`src/rtl/multicycle_control.sv`:
```
// Multi-cycle sequencer for the 8-bit LD datapath: fetches one instruction byte,
// then walks it through DECODE/EXEC/MEM/WB with bus-timeout supervision.
module multicycle_control #(
    parameter int unsigned MEM_TIMEOUT = 15
) (
    input  logic       clk,
    input  logic       reset,
    input  logic [7:0] instruction,
    output logic       fetch_req,
    input  logic       fetch_ack,
    output logic       mem_req,
    input  logic       mem_ack,
    input  logic       alu_of,
    output logic [7:0] ir,
    output logic       sigBranch,
    output logic       sigMemtoReg,
    output logic       sigMemRead,
    output logic       sigMemWrite,
    output logic       sigALUOp,
    output logic       sigALUSrc,
    output logic       sigRegWrite,
    output logic       sigRegDst,
    output logic       pc_en,
    output logic [2:0] state,
    output logic [1:0] flags,
    output logic       bus_err,
    output logic [7:0] retired
);
    typedef enum logic [2:0] {
        S_FETCH  = 3'd0,
        S_DECODE = 3'd1,
        S_EXEC   = 3'd2,
        S_MEM    = 3'd3,
        S_WB     = 3'd4,
        S_HALT   = 3'd5
    } state_e;

    localparam logic [1:0] OP_ADD   = 2'b00;
    localparam logic [1:0] OP_LOAD  = 2'b01;
    localparam logic [1:0] OP_STORE = 2'b10;
    localparam logic [1:0] OP_JUMP  = 2'b11;
    localparam logic [7:0] TMO_LAST = 8'(MEM_TIMEOUT - 1);

    state_e     state_q;
    logic [7:0] ir_q;
    logic [1:0] flags_q;
    logic       bus_err_q;
    logic [7:0] retired_q;
    logic [7:0] tmo_q;
    logic [1:0] op;
    logic       tmo_hit;

    assign op      = ir_q[7:6];
    // The last permitted wait cycle; an ack in this same cycle still wins.
    assign tmo_hit = (tmo_q == TMO_LAST);

    always_ff @(posedge clk or posedge reset) begin
        if (reset) begin
            state_q   <= S_FETCH;
            ir_q      <= '0;
            flags_q   <= '0;
            bus_err_q <= 1'b0;
            retired_q <= '0;
            tmo_q     <= '0;
        end else begin
            case (state_q)
                S_FETCH: begin
                    if (fetch_ack) begin
                        ir_q    <= instruction;
                        tmo_q   <= '0;
                        state_q <= S_DECODE;
                    end else if (tmo_hit) begin
                        bus_err_q <= 1'b1;
                        tmo_q     <= '0;
                        state_q   <= S_HALT;
                    end else begin
                        tmo_q <= tmo_q + 8'd1;
                    end
                end
                S_DECODE: state_q <= S_EXEC;
                S_EXEC: begin
                    case (op)
                        OP_ADD: begin
                            if (alu_of) flags_q[1] <= 1'b1;
                            state_q <= S_WB;
                        end
                        OP_LOAD, OP_STORE: state_q <= S_MEM;
                        default: begin
                            retired_q <= retired_q + 8'd1;
                            if (ir_q[1:0] == 2'b11) begin
                                flags_q[0] <= 1'b1;
                                state_q    <= S_HALT;
                            end else begin
                                state_q <= S_FETCH;
                            end
                        end
                    endcase
                end
                S_MEM: begin
                    if (mem_ack) begin
                        tmo_q <= '0;
                        if (op == OP_LOAD) begin
                            state_q <= S_WB;
                        end else begin
                            retired_q <= retired_q + 8'd1;
                            state_q   <= S_FETCH;
                        end
                    end else if (tmo_hit) begin
                        bus_err_q <= 1'b1;
                        tmo_q     <= '0;
                        state_q   <= S_HALT;
                    end else begin
                        tmo_q <= tmo_q + 8'd1;
                    end
                end
                S_WB: begin
                    retired_q <= retired_q + 8'd1;
                    state_q   <= S_FETCH;
                end
                S_HALT: state_q <= S_HALT;
                default: state_q <= S_HALT;
            endcase
        end
    end

    // Strobes decode from state and IR; only the store's pc_en depends on mem_ack.
    always_comb begin
        fetch_req   = 1'b0;
        mem_req     = 1'b0;
        sigBranch   = 1'b0;
        sigMemtoReg = 1'b0;
        sigMemRead  = 1'b0;
        sigMemWrite = 1'b0;
        sigALUOp    = 1'b0;
        sigALUSrc   = 1'b0;
        sigRegWrite = 1'b0;
        sigRegDst   = 1'b0;
        pc_en       = 1'b0;
        case (state_q)
            S_FETCH: fetch_req = ~reset;
            S_EXEC: begin
                case (op)
                    OP_ADD: begin
                        sigALUOp  = 1'b1;
                        sigRegDst = 1'b1;
                    end
                    OP_LOAD, OP_STORE: sigALUSrc = 1'b1;
                    default: begin
                        sigBranch = 1'b1;
                        pc_en     = 1'b1;
                    end
                endcase
            end
            S_MEM: begin
                mem_req   = 1'b1;
                sigALUSrc = 1'b1;
                if (op == OP_LOAD) begin
                    sigMemRead = 1'b1;
                end else begin
                    sigMemWrite = 1'b1;
                    pc_en       = mem_ack;
                end
            end
            S_WB: begin
                sigRegWrite = 1'b1;
                pc_en       = 1'b1;
                if (op == OP_LOAD) begin
                    sigMemtoReg = 1'b1;
                end else begin
                    sigALUOp  = 1'b1;
                    sigRegDst = 1'b1;
                end
            end
            default: ;
        endcase
    end

    assign state   = state_q;
    assign ir      = ir_q;
    assign flags   = flags_q;
    assign bus_err = bus_err_q;
    assign retired = retired_q;
endmodule

```
`config.mk`:
```
export PLATFORM = sky130hd
export DESIGN_NAME = multicycle_control
export DESIGN_NICKNAME = d
export VERILOG_FILES = /design/src/rtl/multicycle_control.sv
export SDC_FILE = /design/constraint.sdc
export NUM_CORES = 1
export LEC_CHECK = 0
export CAP_MARGIN = 5
export CORE_MARGIN = 2
export CORE_UTILIZATION = 51
export DETAILED_ROUTE_END_ITERATION = 7
export HOLD_SLACK_MARGIN = 0.15
export PLACE_DENSITY_LB_ADDON = 0.1
export SYNTH_ARGS = -nofsm -noshare
export SYNTH_HDL_FRONTEND = slang
export SYNTH_SLANG_ARGS = --single-unit
```
`constraint.sdc`:
```
create_clock -name clk -period 2.7 [get_ports clk]
set_clock_uncertainty 0.05 [all_clocks]
set_input_delay 0.405 -clock clk [delete_from_list [all_inputs] [get_ports clk]]
set_output_delay 0.405 -clock clk [all_outputs]
set_load 0.05 [all_outputs]
```
==> reports/results.txt <==
IR analysis of the VDD net gives a maximum drop of 0.241 mV. For the layout filler cell count, the log shows 227. The number of hold-slack violations in the final timing report is 0, and the total nets after synthesis is 175. Sequential elements use 46.7% of the synthesized area. Clock period minus final worst setup slack: 2.53 ns. Measured along the x axis, the die boundary spans 60.2 um. After synthesis, the largest family of logic cells by area is simple AND/OR/NAND/NOR gates. The analysis attributes to cell leakage a power of 0.000983 uW.

Power spread over the standard cell area amounts to 339 mW/mm^2. The root buffer cell is sky130_fd_sc_hd__clkbuf_4. Final hold slack: 0.417 ns.

The routed design has 3.51 mm of wire. The worst stage delay on the critical path is 0.80 ns. The signal on the critical path passes through inv_1, ha_1, and3_1, clkdlybuf4s50_1. Gate family responsible for the most delay along the worst path: buffers and inverters. Based on the critical path, the design can be clocked at up to 395 MHz. For this run, the leading register cell type out of synthesis is sky130_fd_sc_hd__dfrtp_1. Of the total power, registers draw 60.5%.

The worst setup path is launched from a register. The longest clock path from root to sink contains 2 buffers. The run finished with clean final reports. Total core area: 0.00303 sq mm. The first TritonRoute pass finished after 4 iterations.

The post-synthesis share of cell area spent on full adders, half adders and majority gates is 4.67%, and the total net switching power is 158 uW. After clock tree synthesis, the flow added hold-fix buffers numbering 0. The run gives 0 as the synthesis warning total.

Setup repair after global routing left no endpoint under its margin. In this run the mean area of a mapped cell was 10.3 sq um. Summing internal, switching and leakage power gives 741 uW. The run gives 5 as the number of buffers created by CTS. For this run, design rule violations remaining after detail routing come to 0. Wire length of the first global-routing pass: 5.48 mm. The number of sinks on the clock net was 30; the starting utilization of the core area was 53.1%. sky130_fd_sc_hd__dfrtp_1 takes more of the synthesized area than any other cell.

Across the run, the number of max-cap violations was 0. Entering global routing, the biggest net connects 31 pins. The mapped netlist covers 0.00161 sq mm.

In this run the tightest slew margin relative to its limit is 65.8%. Of the total power, the share spent switching nets is 21.3%. The simple-gate portion of the synthesized area is 18.4%, and the remaining antenna violation count after routing is 0.

The path type of the worst setup path is reg -> out. The clock network fraction of total power is 35.2%, and the HPWL after detailed placement is 2.63 mm. Counting flops with an async set or reset pin after synthesis yields a share of 100%. Once the clock tree was built, the setup fixing pass inserted 0 buffers. TritonCTS built the clock tree. Of all nets on the critical path, the largest fanout is 6.

Detailed routing inserted a total of 1,321 vias. After global routing the overflow that remains totals 0. The final max-slew violation count is 0. In this run, post-CTS repair resized a total of 0 instances. The run gives 66 as the detailed router's first-iteration violation count.

The final estimated routing congestion in global placement was 0.808. The clock latency at the later pin of the worst-skew pair is 0.32 ns. Data on the critical path arrives at its endpoint at 2.08 ns. Measured against the total synthesized area, the mux share comes to 5.75%. Clock-pin slew was measured on the worst setup and hold paths at 0.09 ns. In the synthesized netlist, the number of instances is 156. Compared with the post-synthesis result, the final layout area differs by 35.9%. The netlist uses 41 different library cells.

The number of standard-cell rows in the floorplan is 20. The number of diodes added for antenna fixing is 0, and the average wire per cell in the routed design is 14.1 um. In this run the count of I/O pins placed on the die edge is 46. The initial antenna violation count is 0. In this run, synthesis produced a sequential element count of 30. During placement, the flow inserted port buffers numbering 45. The number of enable-type register cells in the synthesized netlist is 0.

Before CTS, the worst setup slack after placement is 0.424 ns. The share of the synthesized netlist area taken by xor and xnor gates was 8.16%. The type of element capturing the critical path was an output port. The buffers plus inverters on the worst setup path was 2. The final period utilization was 93.7%. Total global routing track utilization: 20.7%.

The tools report the critical path data required time as 2.25 ns. The number of placed instances, taps included came out at 242. The run gives 1,229 as the number of global-route vias before repair. The detailed-route vias per instance is 5.33.

Cell internal power was estimated by the tool at 584 uW. Yosys attributes the largest share of cell area to sky130_fd_sc_hd__dfrtp_1 (47%), sky130_fd_sc_hd__xor2_1 (6.0%), sky130_fd_sc_hd__ha_1 (4.7%). Among all stages on the critical path, the largest delay is contributed by sky130_fd_sc_hd__clkdlybuf4s50_1. The tools report the final setup violation count as 0. In the final timing run, aggregate negative setup slack is 0 ns. The die is 60.2 um tall. The floorplan step defined a die boundary enclosing 0.00362 sq mm.

For this run, the number of standard cells in the final layout without fillers is 248. Combinational logic is responsible for 4.3% of the overall power. The number of H-tree levels is 2. Of the post-synthesis cell area, the dominant cell type holds 46.7%. Setup slack closes at 0.170 ns. The number of nets in the layout was 224. The compound-cell area share of the yosys netlist came out at 12.1%. Class of the most critical hold timing path: reg -> reg.

Cells with a size suffix above 1 make up 14.2% of the layout. The transition at the pin with the smallest max-transition slack is 0.511 ns.
[layout make-up]
| type | instances | area, sq um | share of cell area, % |
|---|---|---|---|
| Clock buffer | 6 | 51.3 | 2.35 |
| Tap cell | 44 | 55.1 | 2.52 |
| Inverter | 8 | 30.0 | 1.37 |
| Sequential cell | 30 | 752 | 34.4 |
| Multi-Input combinational cell | 112 | 796 | 36.4 |
| Timing Repair Buffer | 48 | 503 | 23.0 |
[flip-flops by register name (all words and copies together) (netlist names)]
register  cells
ir            8
tmo_q         8
flags         2
bus_err       1
retired       8
state         3
[synth_stat cells (6+ instances only)]
| master | instances |
|---|---|
| sky130_fd_sc_hd__a21oi_1 | 10 |
| sky130_fd_sc_hd__dfrtp_1 | 30 |
| sky130_fd_sc_hd__ha_1 | 6 |
| sky130_fd_sc_hd__inv_1 | 8 |
| sky130_fd_sc_hd__mux2_2 | 6 |
| sky130_fd_sc_hd__nand2_1 | 7 |
| sky130_fd_sc_hd__nor2_1 | 11 |
| sky130_fd_sc_hd__o21ai_0 | 8 |
| sky130_fd_sc_hd__xor2_1 | 11 |
[path summary, 6_finish.rpt]
path | from | to | slack [ns] | cells after the start
max in group asynchronous | reset | state[1] | 1.85 | 3
hold / removal | bus_err | bus_err | 0.42 | 1
setup reg to reg | ir[7] | retired[1] | 0.82 | 6
hold reg to reg | bus_err | bus_err | 0.42 | 1
setup / recovery | ir[7] | sigMemtoReg | 0.17 | 4
min in group asynchronous | reset | state[0] | 0.46 | 3
[power by group through the flow]
stage	clock network, uW	logic, uW	registers, uW
2_1_floorplan	0	9.62	458
3_3_place_gp	0	31.9	458
3_5_place_dp	0	32.6	458
4_1_cts	270	32.8	449
5_1_grt	290	35.7	449
6_report	261	31.8	449
[stage by stage]
| stage | utilization (%) | instance area, sq um |
|---|---|---|
| after global placement | 70.5 | 2130 |
| after global routing | 72.2 | 2190 |
| after CTS | 72.2 | 2190 |
| after floorplan | - | 1620 |
| after detailed placement | 70.5 | 2130 |
| final | 72.2 | 2190 |
[layout by cell type (no fill, tap or decap), types with 5 or more instances in the layout]
cell type                         Yosys  layout
sky130_fd_sc_hd__a21oi_1             10      10
sky130_fd_sc_hd__inv_1                8       8
sky130_fd_sc_hd__dfrtp_1             30      29
sky130_fd_sc_hd__xor2_1              11      11
sky130_fd_sc_hd__clkbuf_4             0       5
sky130_fd_sc_hd__o21ai_0              8       7
sky130_fd_sc_hd__nand2_1              7       7
sky130_fd_sc_hd__mux2_2               6       6
sky130_fd_sc_hd__buf_4                2       7
sky130_fd_sc_hd__clkdlybuf4s50_1      0      37
sky130_fd_sc_hd__ha_1                 6       6
sky130_fd_sc_hd__nor2_1              11      11
[worst register-to-register path: cells and delay by family (launching register included)]
family | cells | cell delay (ns)
multiplexers | 1 | 0.32
flip-flops | 1 | 0.41
adder cells (fa/ha/maj) | 1 | 0.27
buffers and inverters | 1 | 0.10
AND/OR/NAND/NOR | 2 | 0.38
AO/OA/AOI/OAI | 1 | 0.25
[layer usage]
layer / track usage (%) / vias up / wire, um / share of wire [%]
met5: 0 / - / 0 / 0
met4: 8.57 / 0 / 67 / 1.9
met3: 6.06 / 7 / 138 / 3.9
met2: 33.1 / 32 / 1770 / 50
met1: 26.0 / 641 / 1540 / 44
li1: - / 641 / - / -
[cells by family after synthesis]
group | Yosys count
AND/OR/NAND/NOR | 53
AO/OA/AOI/OAI | 30
flip-flops | 30
XOR/XNOR | 15
buffers and inverters | 14
multiplexers | 8
adder cells (fa/ha/maj) | 6
Power figures use the tool's default switching activity.
==> variant 1 (same flow settings) <==
Set the parameter `MEM_TIMEOUT` to 11 (it was 15).
--- a/src/rtl/multicycle_control.sv
+++ b/src/rtl/multicycle_control.sv
@@ -1,7 +1,7 @@
 // Multi-cycle sequencer for the 8-bit LD datapath: fetches one instruction byte,
 // then walks it through DECODE/EXEC/MEM/WB with bus-timeout supervision.
 module multicycle_control #(
-    parameter int unsigned MEM_TIMEOUT = 15
+    parameter int unsigned MEM_TIMEOUT = 11
 ) (
     input  logic       clk,
     input  logic       reset,
Behaviour: same outputs for any inputs over 10 cycles, from zero or initial values and one cycle with reset high; that may be too few to reach the edited logic, so the function may still have changed.
==> variant 1 against the unedited design <==
Non-clock buffer count is 1 lower. Utilization shrank 1.8 points. Routed wire length down 4.8%. Synthesized area decreased by 2.3%. Design area decreased by 3.3%. Hold slack better by 0.0078 ns. Die area decreased by 2.2%. Worst setup slack got worse by 0.039 ns. Sequential cell count unchanged.
Power is left out: it rests on default switching activity, and per cell area and clock period it moved more than threefold.
==> variant 1: results (changes against the unedited design) <==
- Status: complete, no violations (unchanged)
- Worst-path clk slew: 0.09 ns (about the same)
- CTS Buffer Depth: 2 (unchanged)
- Hpwl dp: 2470 um (was 2630 um)
- PortBufs: 45 (unchanged)
- Synth unique cells: 39 (was 41)
- Clk_lat worst skew: 0.34 ns (was 0.32 ns)
- Worst-margin pin slew: 0.526 ns (was 0.511 ns)
- CTS H-tree depth: 2 (unchanged)
- Gr usage total: 0.218 (was 0.207)
- TritonCTS buffer count: 5 (unchanged)
- Vias in the first global route: 1251 (was 1229)
- Post-synthesis sequential area ratio: 0.478 (was 0.467)
- Antenna Violating Nets Remaining: 0 (unchanged)
- Pre-antenna DRT Iters: 4 (unchanged)
- Ant diodes: 0 (unchanged)
- WL final: 3340 um (was 3510 um)
- Yosys warning count: 0 (unchanged)
- Worst hold path type: flip-flop to flip-flop (unchanged)
- CTS root buf: clkbuf_4 (unchanged)
- Fillcell total: 251 (was 227)
- Via-to-Cell Ratio: 5.59 (was 5.33)
- 1st-iter DRT viols: 75 (was 66)
- Largest net degree at the start of global routing: 31 (unchanged)
- Share of cells above drive strength 1: 0.158 (was 0.142)
- Commonest cells in the netlist: dfrtp_1, nor2_1, o21ai_0 (was dfrtp_1, nor2_1, xor2_1, a21oi_1)
- Layout net count: 220 (was 224)
- Crit path max fanout: 6 (unchanged)
- CTS resizes: 0 (unchanged)
- Antenna violations before repair: 0 (unchanged)
- First-pass GRT wire length: 5620 um (was 5480 um)
- Setup bufs post-CTS: 0 (unchanged)
- Main area contributors after synthesis: dfrtp_1, mux2_2, xor2_1 (was dfrtp_1, xor2_1, ha_1)
- Placer Congestion: 0.907 (was 0.808)
- Ys async rst share: 1.00 (unchanged)
- Syn Nets: 173 (was 175)
variant 1: worst max-delay path, cell delays in order (launching register included):
cell             delay [ns]
dfrtp_1                0.41
inv_1                  0.10
ha_1                   0.28
and3_1                 0.19
clkdlybuf4s50_1        0.79
variant 1: kinds of logic (layout without fill, tap and decap cells):
family | after synthesis | after routing | synth area share
compound gates | 23 | 23 | 0.0940
flops | 30 | 30 | 0.478
buf+inv | 16 | 64 | 0.0478
simple gates | 58 | 58 | 0.205
mux | 7 | 7 | 0.0502
fa+ha+maj | 6 | 6 | 0.0478
xor+xnor | 14 | 14 | 0.0780
variant 1: metrics by stage:
| step | std cells | area, um2 | util | setup WS, ns | hold WS, ns |
|---|---|---|---|---|---|
| after global routing | 235 | 2120 | 0.705 | 0.0115 | 0.447 |
| final | 235 | 2120 | 0.705 | 0.131 | 0.424 |
| after detailed placement | 227 | 2050 | 0.681 | 0.388 | 0.408 |
| after global placement | 227 | 2050 | 0.681 | 0.426 | 0.395 |
| after CTS | 235 | 2110 | 0.703 | 0.0478 | 0.434 |
| after floorplan | 154 | 1580 | - | 0.0259 | 0.438 |
variant 1: worst paths after layout:
check | startpoint | end | slack, ns | cells past startpoint
setup / recovery | ir[7] | sigMemtoReg | 0.13 | 4
hold / removal | flags[0] | flags[0] | 0.42 | 1
setup reg to reg | tmo_q[0] | tmo_q[4] | 0.67 | 7
hold reg to reg | flags[0] | flags[0] | 0.42 | 1
max in group asynchronous | reset | state[0] | 1.86 | 3
min in group asynchronous | reset | tmo_q[4] | 0.44 | 3
variant 1: area by class of cell:
cell class / count / area (um2) / area share
clock buffer: 6 / 51.3 / 0.0242
timing repair buffer: 47 / 473 / 0.224
clock inverter: 2 / 12.5 / 0.00591
inverter: 9 / 33.8 / 0.0160
multi-input combinational: 108 / 752 / 0.355
sequential: 30 / 752 / 0.355
tap: 33 / 41.3 / 0.0195
variant 1: metal layers:
metal,vias to the layer above,share of wire,global-route usage
li1,623,-,-
met1,641,0.44,0.268
met2,44,0.49,0.353
met3,6,0.056,0.0721
met4,0,0.018,0.0889
met5,-,0,0
==> variant 2 (config.mk and constraints unchanged) <==
Made on the original files. Put one more register stage on the output `retired`, cleared by the reset. The value now appears one clock later. The other outputs are not delayed to match.
--- a/src/rtl/multicycle_control.sv
+++ b/src/rtl/multicycle_control.sv
@@ -179,6 +179,12 @@
     assign ir      = ir_q;
     assign flags   = flags_q;
     assign bus_err = bus_err_q;
-    assign retired = retired_q;
+    always_ff @(posedge clk or posedge reset) begin
+        if (reset) begin
+            retired <= '0;
+        end else begin
+            retired <= retired_q;
+        end
+    end
 endmodule
 
Function: changed (Yosys sat finds a counterexample within 4 cycles, from zero or initial values and one cycle with reset high).
==> variant 2 against the unedited design <==
Routed wire length grew 6.8%. Hold slack lost 0.052 ns. Critical path depth decreased by 2. Worst setup slack worse by 0.053 ns. Critical path type unchanged. Sequential cell count rose by 8. Die area is 9.7% higher. Synthesized area is 10% higher. Design area rose by 8.2%. Highest routed layer unchanged.
Power is not compared: it rests on default switching activity, and its combinational part moved more than twofold at a synthesized area within 25%.
==> variant 2: results (changes against the unedited design) <==
- Clk_lat worst skew: 0.34 ns (was 0.32 ns)
- Main area contributors after synthesis: dfrtp_1, xnor2_1, ha_1 (was dfrtp_1, xor2_1, ha_1)
- Slew headroom: 0.649 (was 0.658)
- Largest net degree at the start of global routing: 39 (was 31)
- Placer Congestion: 0.865 (was 0.808)
- Antenna violations before repair: 0 (unchanged)
- Gr usage total: 0.201 (was 0.207)
- Via-to-Cell Ratio: 5.47 (was 5.33)
- Layout net count: 229 (was 224)
- Vias in the first global route: 1334 (was 1229)
- Hpwl dp: 2750 um (was 2630 um)
- Leakage power: approximately 1.2 nW
- Yosys warning count: 0 (unchanged)
- 1st-iter DRT viols: 100 (was 66)
- Status: complete, no violations (unchanged)
- Setup WS pre-CTS: 0.411 ns (was 0.424 ns)
- Crit path max fanout: 15 (was 6)
- Post-synthesis sequential area ratio: 0.535 (was 0.467)
- Post-layout utilization of the core: 0.709 (was 0.722)
- Arrival time worst endpoint: 2.13 ns (was 2.08 ns)
- Commonest cells in the netlist: dfrtp_1, nor2_1, inv_1, nand2_1, xnor2_1 (was dfrtp_1, nor2_1, xor2_1, a21oi_1)
- Worst-path clk slew: around 0.10 ns
- DP Area: 2270 um2 (was 2130 um2)
- Placed insts: 249 (was 242)
- Worst hold path type: flip-flop to flip-flop (unchanged)
- Fillcell total: 257 (was 227)
- Share of cells above drive strength 1: 0.129 (was 0.142)
- Starting density of the core: 0.532 (was 0.531)
- Cells after Synth: 161 (was 156)
- First-pass GRT wire length: 6260 um (was 5480 um)
- Syn Nets: 180 (was 175)
- Post-Layout Cell Count: 256 (was 248)
- Routed WL per cell: 14.6 um (was 14.1 um)
==> variant 2: cell families after synthesis <==
logic type / count (synthesis) / share of synthesized area
AOI/OAI and AO/OA: 22 / 0.0873
xor gates and xnor gates: 15 / 0.0739
adders and majority gates: 6 / 0.0423
buffers and inverters: 18 / 0.0458
DFF: 38 / 0.535
muxes: 7 / 0.0465
and+or+nand+nor: 55 / 0.169
==> variant 2: timing repair <==
item	4_1_cts	5_1_grt
hold buffers	0	0
gates resized for setup	0	5
endpoints found under the setup margin	0	5
endpoints found under the hold margin	0	0
==> variant 2: critical path: stages (launching register included) <==
cell	delay [ns]
dfrtp_1	0.63
nor3b_2	0.32
clkdlybuf4s50_1	0.85
==> variant 2: routing by layer <==
layer / global-route usage / vias up / wire, um
met5: 0 / - / 0
met4: 0.0583 / 0 / 51
met3: 0.0631 / 6 / 237
met2: 0.335 / 51 / 1920
met1: 0.251 / 680 / 1540
li1: - / 664 / -
==> variant 2: final cells by class <==
class / instances / area share
repair buffers: 48 / 0.204
clock buffers: 6 / 0.0217
clock inverters: 1 / 0.0127
inverters: 12 / 0.0190
flip-flops and latches: 38 / 0.402
well taps: 46 / 0.0243
multi-input cells: 105 / 0.316
==> variant 2: where the power goes <==
part | internal [mW] | switching, mW
registers | 0.575 | 0.00529
logic | 0.0351 | 0.0519
clock network | 0.216 | 0.174
total | 0.826 | 0.231
==> variant 2: path summary, 6_finish.rpt <==
path / from / to / slack, ns / cells after the start
max in group asynchronous: reset / state[0] / 1.79 / 3
hold / removal: retired_q[7] / retired[7] / 0.36 / 0
setup reg to reg: state[2] / retired_q[4] / 0.67 / 6
min in group asynchronous: reset / tmo_q[1] / 0.45 / 3
setup / recovery: state[2] / sigRegWrite / 0.12 / 2
hold reg to reg: retired_q[7] / retired[7] / 0.36 / 0
